===== config.mk =====
export PLATFORM = sky130hd
export DESIGN_NAME = alu_mdu
export DESIGN_NICKNAME = d
export VERILOG_FILES = /design/src/rtl/alu_pkg.sv /design/src/rtl/alu_core.sv /design/src/rtl/alu_mdu.sv
export SDC_FILE = /design/constraint.sdc
export NUM_CORES = 1
export LEC_CHECK = 0
export CORE_MARGIN = 1.5
export CORE_UTILIZATION = 40
export CTS_CLUSTER_DIAMETER = 40
export DETAILED_ROUTE_END_ITERATION = 10
export HOLD_SLACK_MARGIN = 0.12
export SYNTH_ARGS = -nofsm -noshare
export SYNTH_HDL_FRONTEND = slang
export SYNTH_SLANG_ARGS = --single-unit

===== constraint.sdc =====
create_clock -name clk -period 4.04 [get_ports clk]
set_input_delay 1.01 -clock clk [delete_from_list [all_inputs] [get_ports clk]]
set_output_delay 1.01 -clock clk [all_outputs]
set_load 0.01 [all_outputs]

===== src/rtl/alu_pkg.sv =====
// Shared definitions for the ALU/multiply-divide block: function codes and FSM states.
package alu_pkg;

   // Function codes carried on the Signal input
   localparam logic [5:0] FnAnd   = 6'b100100;
   localparam logic [5:0] FnOr    = 6'b100101;
   localparam logic [5:0] FnAdd   = 6'b100000;
   localparam logic [5:0] FnSub   = 6'b100010;
   localparam logic [5:0] FnSlt   = 6'b101010;
   localparam logic [5:0] FnMultu = 6'b011001;
   localparam logic [5:0] FnMfhi  = 6'b010000;
   localparam logic [5:0] FnMflo  = 6'b010010;

   typedef enum logic {
      StIdle,
      StMul
   } state_e;

   // True for codes whose B operand is inverted with carry-in set
   function automatic logic is_sub_op(input logic [5:0] op);
      return (op == FnSub) || (op == FnSlt);
   endfunction

endpackage


===== src/rtl/alu_core.sv =====
// Combinational single-cycle datapath: AND, OR, ADD, SUB and signed SLT.
// Codes this core does not handle produce result 0 and overflow 0.
module alu_core
   import alu_pkg::*;
#(
   parameter int unsigned WIDTH = 32
) (
   input  logic [WIDTH-1:0] i_a,
   input  logic [WIDTH-1:0] i_b,
   input  logic [5:0]       i_op,
   output logic [WIDTH-1:0] result,
   output logic             overflow
);

   logic             w_is_sub;
   logic [WIDTH-1:0] w_b_eff;
   logic [WIDTH-1:0] w_sum;
   logic             w_add_ovf;

   assign w_is_sub  = is_sub_op(i_op);
   assign w_b_eff   = w_is_sub ? ~i_b : i_b;
   // One adder serves ADD, SUB and SLT; subtraction is A + ~B + 1
   assign w_sum     = i_a + w_b_eff + {{(WIDTH-1){1'b0}}, w_is_sub};
   assign w_add_ovf = (i_a[WIDTH-1] == w_b_eff[WIDTH-1]) && (w_sum[WIDTH-1] != i_a[WIDTH-1]);

   // Select the result for the requested function
   always_comb begin
      result   = '0;
      overflow = 1'b0;
      case (i_op)
         FnAnd: result = i_a & i_b;
         FnOr:  result = i_a | i_b;
         FnAdd, FnSub: begin
            result   = w_sum;
            overflow = w_add_ovf;
         end
         // Sign of the true difference is the raw sign corrected by overflow
         FnSlt: result = {{(WIDTH-1){1'b0}}, w_sum[WIDTH-1] ^ w_add_ovf};
         default: ;
      endcase
   end

endmodule


===== src/rtl/alu_mdu.sv =====
// ALU with a sequential unsigned multiplier and HI/LO product registers.
// Single-cycle ops complete one edge after acceptance; MULTU takes WIDTH
// shift-add steps and then reports the low product half.
module alu_mdu
   import alu_pkg::*;
#(
   parameter int unsigned WIDTH = 32,
   parameter int unsigned CNT_W = $clog2(WIDTH + 1)
) (
   input  logic             clk,
   input  logic             rst_n,
   input  logic [WIDTH-1:0] dataA,
   input  logic [WIDTH-1:0] dataB,
   input  logic [5:0]       Signal,
   input  logic             valid_in,
   output logic             ready,
   output logic [WIDTH-1:0] dataOut,
   output logic             valid_out,
   output logic             zero,
   output logic             overflow
);

   state_e           r_state;
   logic [WIDTH-1:0] r_mcand;
   logic [WIDTH-1:0] r_mplier;
   logic [WIDTH-1:0] r_hi;
   logic [WIDTH-1:0] r_lo;
   logic [CNT_W-1:0] r_cnt;
   logic [WIDTH-1:0] r_data;
   logic             r_zero;
   logic             r_ovf;
   logic             r_valid;

   logic [WIDTH-1:0] w_core_result;
   logic             w_core_ovf;
   logic [WIDTH-1:0] w_op_result;
   logic [WIDTH:0]   w_step_sum;
   logic [WIDTH-1:0] w_hi_next;
   logic [WIDTH-1:0] w_lo_next;
   logic             w_last_step;

   alu_core #(
      .WIDTH(WIDTH)
   ) u_alu_core (
      .i_a      (dataA),
      .i_b      (dataB),
      .i_op     (Signal),
      .result   (w_core_result),
      .overflow (w_core_ovf)
   );

   // HI/LO moves bypass the core; everything else comes from it
   always_comb begin
      w_op_result = w_core_result;
      case (Signal)
         FnMfhi:  w_op_result = r_hi;
         FnMflo:  w_op_result = r_lo;
         default: ;
      endcase
   end

   // Right-shifting product: add the multiplicand into HI when the current
   // multiplier bit is set, then shift {carry, HI, LO} right by one
   assign w_step_sum  = {1'b0, r_hi} + (r_mplier[0] ? {1'b0, r_mcand} : {(WIDTH+1){1'b0}});
   assign w_hi_next   = w_step_sum[WIDTH:1];
   assign w_lo_next   = {w_step_sum[0], r_lo[WIDTH-1:1]};
   assign w_last_step = (r_cnt == CNT_W'(WIDTH - 1));

   assign ready     = (r_state == StIdle);
   assign dataOut   = r_data;
   assign valid_out = r_valid;
   assign zero      = r_zero;
   assign overflow  = r_ovf;

   // Control FSM, multiplier datapath and registered outputs
   always_ff @(posedge clk or negedge rst_n) begin
      if (!rst_n) begin
         r_state  <= StIdle;
         r_mcand  <= '0;
         r_mplier <= '0;
         r_hi     <= '0;
         r_lo     <= '0;
         r_cnt    <= '0;
         r_data   <= '0;
         r_zero   <= 1'b1;
         r_ovf    <= 1'b0;
         r_valid  <= 1'b0;
      end else begin
         r_valid <= 1'b0;
         case (r_state)
            StIdle: begin
               if (valid_in) begin
                  if (Signal == FnMultu) begin
                     r_mcand  <= dataA;
                     r_mplier <= dataB;
                     r_hi     <= '0;
                     r_lo     <= '0;
                     r_cnt    <= '0;
                     r_state  <= StMul;
                  end else begin
                     r_data  <= w_op_result;
                     r_zero  <= (w_op_result == '0);
                     r_ovf   <= w_core_ovf;
                     r_valid <= 1'b1;
                  end
               end
            end
            StMul: begin
               r_hi     <= w_hi_next;
               r_lo     <= w_lo_next;
               r_mplier <= r_mplier >> 1;
               r_cnt    <= r_cnt + CNT_W'(1);
               if (w_last_step) begin
                  r_state <= StIdle;
                  r_data  <= w_lo_next;
                  r_zero  <= (w_lo_next == '0);
                  r_ovf   <= 1'b0;
                  r_valid <= 1'b1;
               end
            end
            default: r_state <= StIdle;
         endcase
      end
   end

endmodule


==> results_dict.tcl <==
set metrics [dict create \
    grt_pass1_wl_mm 61.6 \
    area_growth_pct 37.6 \
    powerDensity_nw_per_um2 473 \
    path_clk_slew_ns 0.08 \
    place_area_um2 15000 \
    irDropWorstVdd_v 0.000242 \
    routed_wl_mm 38.9 \
    utilization 0.565 \
    rr_endpoint "r_hi[31]" \
    r2r-start "r_mplier[0]" \
    clockRootBuffer "clkbuf_16" \
    fillers 2593 \
    cp-startpoint "Signal[4]" \
    synth-seq-area-share 0.357 \
    fin_skew_ns 0.0180 \
    rows 62 \
    synthMuxAreaShare 0.101 \
    drv_slew 0 \
    layout_min_cycle_time_ns 4.44 \
    dp.cells 1997 \
    slowest_stage "o31a_1" \
    pwr-share-seq 0.377 \
    worstSetupPathType "in -> reg" \
    slew_headroom 0.326 \
    io_buffers 108 \
    synth_cell_types 75 \
    syn_inst 1350 \
    synthSimpleGateAreaFrac 0.157 \
    arrival_ns 4.81 \
    synth-adder-area-share 0.0878 \
    crit_required_ns 4.41 \
    violations "negative setup slack" \
    regToRegSetupSlack_ns 0.12 \
    synth_warnings 0 \
    status "finished, violations left" \
    fmaxAchievable_mhz 225 \
    fin_nets 1801 \
    drive_gt1_frac 0.263 \
    overflow 0 \
    dr.first_iter.drc_count 936 \
    antenna_cells 0 \
    synth_area_um2 11900 \
    final.setup.worst_slack_ns -0.397 \
    synthFlopType "dfrtp_1" \
    die_w_um 176 \
    p_int_uw 4660 \
    min-delay-path-class "reg -> reg" \
    die-area_um2 30800 \
    hpwl_mm 28.5 \
    finish.instance_area_um2 16400 \
    syn-num-nets 1491 \
    p_clk_frac 0.214 \
    switching_share 0.400 \
    grt_pass1_vias 11130 \
    max_stage_delay_ns 0.35 \
    wire_per_inst_um 18.9 \
    routabilityCongestion 0.956 \
    ioPinCount 109 \
    hold_viol_final 0 \
    instances_no_fill 2057 \
    path_max_fanout 6 \
    synth_top_family_by_area "compound AO/OA/AOI/OAI gates" \
    clock-sinks 170 \
    grt_setup_unrepaired "yes" \
    preCtsSetupSlack_ns -1.33 \
    drtPass1Iterations 7 \
    start_util 0.411 \
    end_kind "flip-flop" \
    htreeDepth 4 \
    grt_max_degree 109 \
    dieHeight_um 176 \
    cp.depth 23 \
    synth_xor_area_frac 0.0618 \
    drv_cap 0 \
    core-area_um2 29000 \
    clk_path_buf_depth 2 \
    vias 11364 \
    avgSynthCellArea_um2 8.82 \
    period_share 1.10 \
    crit_chain "buf_6 > nor3b_4 > nand3b_1 > buf_6 > buf_8 > buf_6 > xnor2_1 > ha_1 > o211a_1 > o31ai_4 > a21oi_2 > o31a_1 > buf_4 > buf_4 > buf_4 > a41oi_2 > nand2b_1 > xnor2_2 > o221ai_2 > a211o_1 > nor4_2 > nand3b_1 > o31ai_2" \
    track_usage 0.257 \
    combPwrFrac 0.409 \
    route.detailed.drc 0 \
    p_leak_uw 0.00771 \
    antenna_found_initial 0 \
    async_flop_share 1.00 \
    antenna_left 0 \
    setup_viol 11 \
    synth_seq_cells 170 \
    cp-start-kind "input pin" \
    synth_compound_gate_area_share 0.204 \
    synth_edf_count 0 \
    worstSetupEndpoint "zero" \
    postCtsHoldBufs 0 \
    critPathTopFamily "compound AO/OA/AOI/OAI gates" \
    power_switching_uw 3100 \
    cts_tree "yes" \
    worstRegToRegCells 18 \
    tightest_slew_ns 1.01 \
    cts_buffers 17 \
    viasPerCell 5.52 \
    clk_latency_ns 0.46 \
    crit_buf_inv 7 \
]
[cell families after synthesis]
logic type,after synthesis
mux,116
fa+ha+maj,86
compound gates,386
flops,170
buf+inv,96
xor+xnor,84
simple gates,412
[synthesized netlist by cell type, drive strengths merged (34+ instances only)]
master / count / area, µm²
o21ai: 161 / 806
dfrtp: 169 / 4230
mux2: 38 / 428
nor2: 66 / 248
nand2: 216 / 811
a21o: 34 / 255
mux2i: 78 / 781
a21oi: 73 / 365
xnor2: 57 / 499
and2: 37 / 231
ha: 66 / 826
clkbuf: 65 / 244
[area by class of cell]
class	count	area [µm²]	area share
multi-input cells	1084	7920	0.483
flip-flops and latches	170	4260	0.260
repair buffers	368	3090	0.189
well taps	384	480	0.0293
clock buffers	17	425	0.0259
clock inverters	15	149	0.00908
inverters	19	71.3	0.00435
[routing by layer]
layer	part of all wire	routed length (µm)	vias up	global-route usage
met3	0.052	2010	49	0.0340
met5	0	0	-	0
met2	0.45	17700	318	0.402
met4	0.019	750	0	0.0705
li1	-	-	5486	-
met1	0.47	18500	5511	0.371
[worst min path at each step]
| stage | cells past startpoint | start | endpoint | slack [ns] |
|---|---|---|---|---|
| 3_3_place_gp | 2 | dataOut[18] | dataOut[18] | 0.46 |
| 5_1_grt | 2 | r_mplier[17] | r_mplier[16] | 0.51 |
| 6_report | 2 | dataOut[2] | dataOut[2] | 0.48 |
| 3_5_place_dp | 2 | dataOut[2] | dataOut[2] | 0.47 |
| 2_1_floorplan | 2 | r_mplier[29] | r_mplier[28] | 0.45 |
| 4_1_cts | 2 | dataOut[2] | dataOut[2] | 0.49 |
[timing repair]
item | in CTS | in global routing
gates resized for setup | 84 | 69
endpoints found under the setup margin | 27 | 28
setup buffers | 17 | 11
pin swaps | 36 | 54
[worst reg2reg max path: stages, from the launching register on]
cell	delay, ns
dfrtp_1	0.38
buf_4	0.13
and2_1	0.13
ha_1	0.20
fa_2	0.36
a21oi_2	0.14
buf_4	0.15
nor2_2	0.07
o2111ai_2	0.22
o211ai_1	0.19
nand2_2	0.16
a31oi_4	0.12
a221oi_2	0.27
buf_4	0.17
a21oi_1	0.09
o41a_1	0.33
a21o_1	0.21
a2111oi_4	0.35
a211oi_1	0.07
[power groups by stage]
stage | combinational (µW) | clock [µW] | sequential, µW
3_3_place_gp | 2880 | 0 | 2910
2_1_floorplan | 1740 | 0 | 2730
5_1_grt | 3520 | 1760 | 3000
6_report | 3170 | 1660 | 2930
3_5_place_dp | 2960 | 0 | 2920
4_1_cts | 3040 | 1680 | 2890
[metrics by stage]
| step | power, µW | TNS [ns] | hold WS [ns] |
|---|---|---|---|
| 3_5_place_dp | 5870 | -23.94 | 0.470 |
| 4_1_cts | 7620 | -1.26 | 0.486 |
| 5_1_grt | 8280 | -2.78 | 0.510 |
| 3_3_place_gp | 5790 | -22.28 | 0.461 |
| 6_report | 7760 | -1.03 | 0.476 |
| 2_1_floorplan | 4470 | -1.90 | 0.450 |
[flip-flops by register name, summed over array words and instances, names as in the netlist, 6 cells and up]
name and flops:
r_cnt 6, dataOut 32, r_hi 32, r_mcand 32, r_mplier 32, r_lo 32
[cell usage in the layout, fill, tap and decap left out, types with 17 or more instances in the layout]
master           count
a21o_1              33
a21oi_1             59
and2_1              35
buf_4              249
clkbuf_16           17
clkdlybuf4s50_1    102
dfrtp_1            168
ha_1                59
inv_1               18
maj3_1              17
mux2_2              38
mux2i_1             75
nand2_1            213
nor2_1              62
o21ai_0            132
o21ai_1             21
xnor2_1             50
xor2_1              26
Power figures use the tool's default switching activity.
